<file path="src/rtl/ca_code_gen.sv">
// ca_code_gen: GPS C/A Gold code generator (G1 ^ keyed G2) driven by half-chip strobes,
// producing early/prompt/late replicas, chip/epoch strobes and an epoch-aligned code slew.
module ca_code_gen #(
  parameter int CODE_LEN = 1023,
  parameter int SLEW_W   = 11
) (
  input  logic              clk,
  input  logic              rstn,
  input  logic              hc_enable,
  input  logic              prn_key_enable,
  input  logic [9:0]        prn_key,
  input  logic              slew_enable,
  input  logic [SLEW_W-1:0] slew,
  output logic              early,
  output logic              prompt,
  output logic              late,
  output logic              fc_enable,
  output logic              dump_enable,
  output logic [9:0]        code_phase,
  output logic              slew_busy
);

  typedef enum logic [1:0] {S_IDLE, S_PEND, S_ACT} slew_st_t;

  slew_st_t          r_st, w_st_nxt;
  logic [9:0]        r_g1, r_g2, r_g2_key, r_cnt;
  logic [2:0]        r_srq;
  logic              r_phase, r_fc, r_dump;
  logic [SLEW_W-1:0] r_slew_cnt;
  logic              w_ca, w_hc_eff, w_fc, w_wrap, w_g1_fb, w_g2_fb, w_slew_ld, w_swallow;

  // bit i holds stage i+1, so stage10 is bit 9
  assign w_ca      = r_g1[9] ^ r_g2[9];
  assign w_g1_fb   = r_g1[2] ^ r_g1[9];
  assign w_g2_fb   = r_g2[1] ^ r_g2[2] ^ r_g2[5] ^ r_g2[7] ^ r_g2[8] ^ r_g2[9];
  assign w_hc_eff  = hc_enable & (r_st != S_ACT);
  assign w_fc      = w_hc_eff & r_phase;
  assign w_wrap    = w_fc & (r_cnt == 10'(CODE_LEN - 1));
  assign w_slew_ld = slew_enable & (slew != '0) & (r_st != S_ACT);
  assign w_swallow = hc_enable & (r_st == S_ACT);

  assign early       = r_srq[0];
  assign prompt      = r_srq[1];
  assign late        = r_srq[2];
  assign fc_enable   = r_fc;
  assign dump_enable = r_dump;
  assign code_phase  = r_cnt;
  assign slew_busy   = (r_st != S_IDLE);

  always_comb begin
    w_st_nxt = r_st;
    case (r_st)
      S_IDLE:  w_st_nxt = w_slew_ld ? S_PEND : S_IDLE;
      S_PEND:  w_st_nxt = w_wrap ? S_ACT : S_PEND;
      S_ACT:   w_st_nxt = (w_swallow && r_slew_cnt == SLEW_W'(1)) ? S_IDLE : S_ACT;
      default: w_st_nxt = S_IDLE;
    endcase
    if (prn_key_enable) w_st_nxt = S_IDLE;
  end

  always_ff @(posedge clk or negedge rstn) begin
    if (!rstn) r_st <= S_IDLE;
    else       r_st <= w_st_nxt;
  end

  always_ff @(posedge clk or negedge rstn) begin
    if (!rstn) begin
      r_g1       <= '1;
      r_g2       <= '1;
      r_g2_key   <= '1;
      r_cnt      <= '0;
      r_phase    <= 1'b0;
      r_srq      <= '0;
      r_fc       <= 1'b0;
      r_dump     <= 1'b0;
      r_slew_cnt <= '0;
    end else if (prn_key_enable) begin
      r_g1       <= '1;
      r_g2       <= prn_key;
      r_g2_key   <= prn_key;
      r_cnt      <= '0;
      r_phase    <= 1'b0;
      r_srq      <= '0;
      r_fc       <= 1'b0;
      r_dump     <= 1'b0;
      r_slew_cnt <= '0;
    end else begin
      r_fc   <= w_fc;
      r_dump <= w_wrap;
      if (w_hc_eff) begin
        r_srq   <= {r_srq[1:0], w_ca};
        r_phase <= ~r_phase;
      end
      if (w_fc) begin
        r_cnt <= w_wrap ? '0 : r_cnt + 10'd1;
        r_g1  <= w_wrap ? '1 : {r_g1[8:0], w_g1_fb};
        r_g2  <= w_wrap ? r_g2_key : {r_g2[8:0], w_g2_fb};
      end
      if (w_slew_ld) r_slew_cnt <= slew;
      else if (w_swallow) r_slew_cnt <= r_slew_cnt - SLEW_W'(1);
    end
  end

endmodule

</file>
<file path="config.mk">
export PLATFORM = sky130hd
export DESIGN_NAME = ca_code_gen
export DESIGN_NICKNAME = d
export VERILOG_FILES = /design/src/rtl/ca_code_gen.sv
export SDC_FILE = /design/constraint.sdc
export NUM_CORES = 1
export LEC_CHECK = 0
export ABC_CLOCK_PERIOD_IN_PS = 2300
export CAP_MARGIN = 15
export CORE_ASPECT_RATIO = 0.9
export CORE_MARGIN = 3
export CORE_UTILIZATION = 50
export CTS_CLUSTER_DIAMETER = 50
export CTS_CLUSTER_SIZE = 25
export DETAILED_ROUTE_END_ITERATION = 10
export DONT_BUFFER_PORTS = 1
export PLACE_DENSITY = 0.71
export SLEW_MARGIN = 0
export SYNTH_ARGS = -nofsm -noshare
export SYNTH_HDL_FRONTEND = slang
export SYNTH_SLANG_ARGS = --single-unit
</file>
<file path="constraint.sdc">
create_clock -name clk -period 2.3 [get_ports clk]
set_input_delay 0.46 -clock clk [delete_from_list [all_inputs] [get_ports clk]]
set_output_delay 0.46 -clock clk [all_outputs]
set_load 0.01 [all_outputs]
</file>
==> flow_summary.yaml <==
outcome:
  status: "finished, final reports clean"
clock_network:
  post-cts-setup-buffer-count: 0
  clock-sinks: 59
  clk_latency_ns: 0.33
  cts-root-buf: "clkbuf_8"
  post_cts_resized: 0
  cts.hold.buffers_added: 2
  clk_pin_slew_worst_paths_ns: 0.07
  clockBufferDepth: 2
  cts-htree-levels: 3
  cts_buffers: 9
  cts_tree: "done"
pwr:
  seq_power_share_pct: 53.4
  p_int_mw: 1.664
  power_frac_comb_pct: 10.5
  p_clk_share_pct: 36.0
  p_sw_uw: 560.8
  p_sw_share_pct: 25.20
  p_leak_nw: 1.240
  power_density_nw_per_um2: 684.5
  peakVddDrop_v: 0.0004037
  p_total_mw: 2.225
sta:
  fin_crit_sh_pct: 82.96
  hold_viol: 0
  max_freq_mhz: 524.1
  fin_worst_skew_ns: 0.007685
  fin_ws_ns: 0.3920
  rsz0062_at_grt: "no"
  tns_ns: 0
  slew_headroom_pct: 54.85
  period_needed_ns: 1.908
  tightest_slew_ns: 0.6741
  setup_viol: 0
  drv_slew: 0
floorplan:
  ios: 42
  die_h_um: 80.44
  fp.coreArea_um2: 5823
  die-area_um2: 7135
  die_x_um: 88.71
  row_count: 26
  start_util_pct: 52.86
critical_path:
  max_stage_delay_ns: 0.47
  slowest_stage: "or4_4"
  path_max_fanout: 26
  worstPathCellList: "nor2b_1, or4_4, clkinv_2, nand2_4, o311ai_1"
  crit_type: "reg -> reg"
  endpoint_kind: "flop"
  worstPathArrival_ns: 2.13
  cp.required_ns: 2.53
  cp_top_family: "simple AND/OR/NAND/NOR gates"
  cp_num_buf_inv: 1
  start_kind: "flop"
worst_hold_path:
  hp-class: "in -> reg"
detailed_routing:
  routed_wl_mm: 6.286
  met2_wirelength_mm: 2.898
  drc: 0
  drt_iter0_markers: 135
  route.met3.wl_um: 420
  vias_per_cell: 6.126
  drt-met1-wl_mm: 2.887
  postRouteAntennaNets: 0
  wl_per_cell_um: 18.01
  drt_pass1_iterations: 4
  top_layer: "met4"
  vias: 2138
flow_run:
  maxCapViolations: 0
global_routing:
  grt_pass1_wl_mm: 10.74
  grt-ovfl-total: 0
  grt_antenna_before_repair: 0
  grt_max_degree: 60
  grt_use_total_pct: 19.76
  first_global_vias: 2110
synth:
  synthCells: 276
  netlist_area_um2: 3078
  ys_ff_latch: 59
  synth_edf_count: 0
  synth.distinct_cells: 49
  avgSynthCellArea_um2: 11.15
  ys_async_sr_fraction_pct: 100.0
  yosysWarnings: 0
  ys.flop_type: "dfstp_2"
  ys_seq_area_share_pct: 49.19
  syn-num-nets: 306
final_layout:
  syn2layout_area_growth_pct: 5.610
  final_cells: 349
  num-nets-final: 304
  postLayoutCellArea_um2: 3251
  final_layout_size_suffix_gt1_share_pct: 26.16
  diodes: 0
placed_design:
  place.gp.congestion: 0.7866
  dp_slack_ns: 0.3823
  hpwl_mm: 4.156
  placedCellCount: 331
  postPlaceCellArea_um2: 3049
  port_buffers: 0
==> metrics by stage <==
stage	hold slack [ns]	utilization [%]
2_1_floorplan	0.1644	-
3_3_place_gp	0.1663	52.36
3_5_place_dp	0.1671	52.36
4_1_cts	0.1628	55.82
5_1_grt	0.1479	55.82
6_report	0.1820	55.82
==> metal layers <==
metal	vias to the layer above	track usage, %
met4	0	5.438
met3	8	7.897
met1	1051	27.30
li1	1010	-
met2	69	28.64
met5	-	0
==> worst reg2reg max path, cell delays in order (launching register included) <==
cell and delay (ns):
dfrtp_1 0.44, nor2b_1 0.22, or4_4 0.47, clkinv_2 0.17, nand2_4 0.21, o311ai_1 0.29
==> flip-flops by register name, indices dropped and copies added (netlist names) <==
name,flops
r_st,2
r_slew_cnt,11
code_phase,10
fc_enable,1
r_srq,3
dump_enable,1
r_g1,10
r_g2_key,10
r_g2,10
r_phase,1
==> cells by family after synthesis <==
kind of cell	count (synthesis)	synth area share [%]
mux	11	4.024
xor+xnor	19	5.407
compound gates	63	16.87
flops	59	49.19
buf+inv	34	6.138
fa+ha+maj	4	1.626
simple gates	86	16.75
==> cells in the final DEF (no fill, tap or decap), types with 6 or more instances in the layout <==
master and instances:
xnor2_1 14, o221a_1 10, clkbuf_8 10, nor2_1 15, or3_1 7, o22a_1 10, a21oi_1 6, a211oi_1 6
a2bb2oi_1 10, nand2_1 18, nor3_1 7, dfrtp_1 29, mux2_2 11, dfstp_2 30, inv_1 16, nand3_1 11
==> final timing paths <==
path	from	to	slack, ns	cells after the start
setup / recovery	r_st[1]	code_phase[2]	0.39	5
hold / removal	prn_key_enable	r_slew_cnt[7]	0.18	1
setup reg to reg	r_st[1]	code_phase[2]	0.39	5
hold reg to reg	r_g1[7]	r_g1[8]	0.51	1
max in group asynchronous	rstn	r_g1[2]	1.32	2
min in group asynchronous	rstn	r_slew_cnt[0]	0.69	2
==> cell type report <==
type                    count  area (um2)
clock buffers              13       148.9
clock inverters             3       15.01
fillers                   498        2572
inverters                  19       72.57
multi-input cells         183        1375
flip-flops and latches     59        1514
well taps                  70       87.58
repair buffers              2       37.54
==> cells in the mapped netlist (6+ instances only) <==
cell type / n / share of area, %
dfstp_2: 30 / 26
dfrtp_1: 29 / 24
nand2_1: 18 / 2.2
inv_1: 16 / 2.0
nor2_1: 15 / 1.8
xnor2_1: 14 / 4.0
mux2_2: 11 / 4.0
nand3_1: 11 / 1.8
a2bb2oi_1: 10 / 2.8
o221a_1: 10 / 3.7
o22a_1: 10 / 2.8
nor3_1: 7 / 1.1
or3_1: 7 / 1.4
a211oi_1: 6 / 1.5
a21oi_1: 6 / 0.98
buf_6: 6 / 2.2
==> power groups by stage <==
stage,logic [mW],registers (mW),clock network (mW)
6_report,0.235,1.19,0.801
3_5_place_dp,0.208,1.20,0
5_1_grt,0.263,1.20,0.887
4_1_cts,0.238,1.19,0.828
2_1_floorplan,0.206,1.19,0
3_3_place_gp,0.204,1.20,0
No activity file was read; power rests on OpenSTA's default activity.
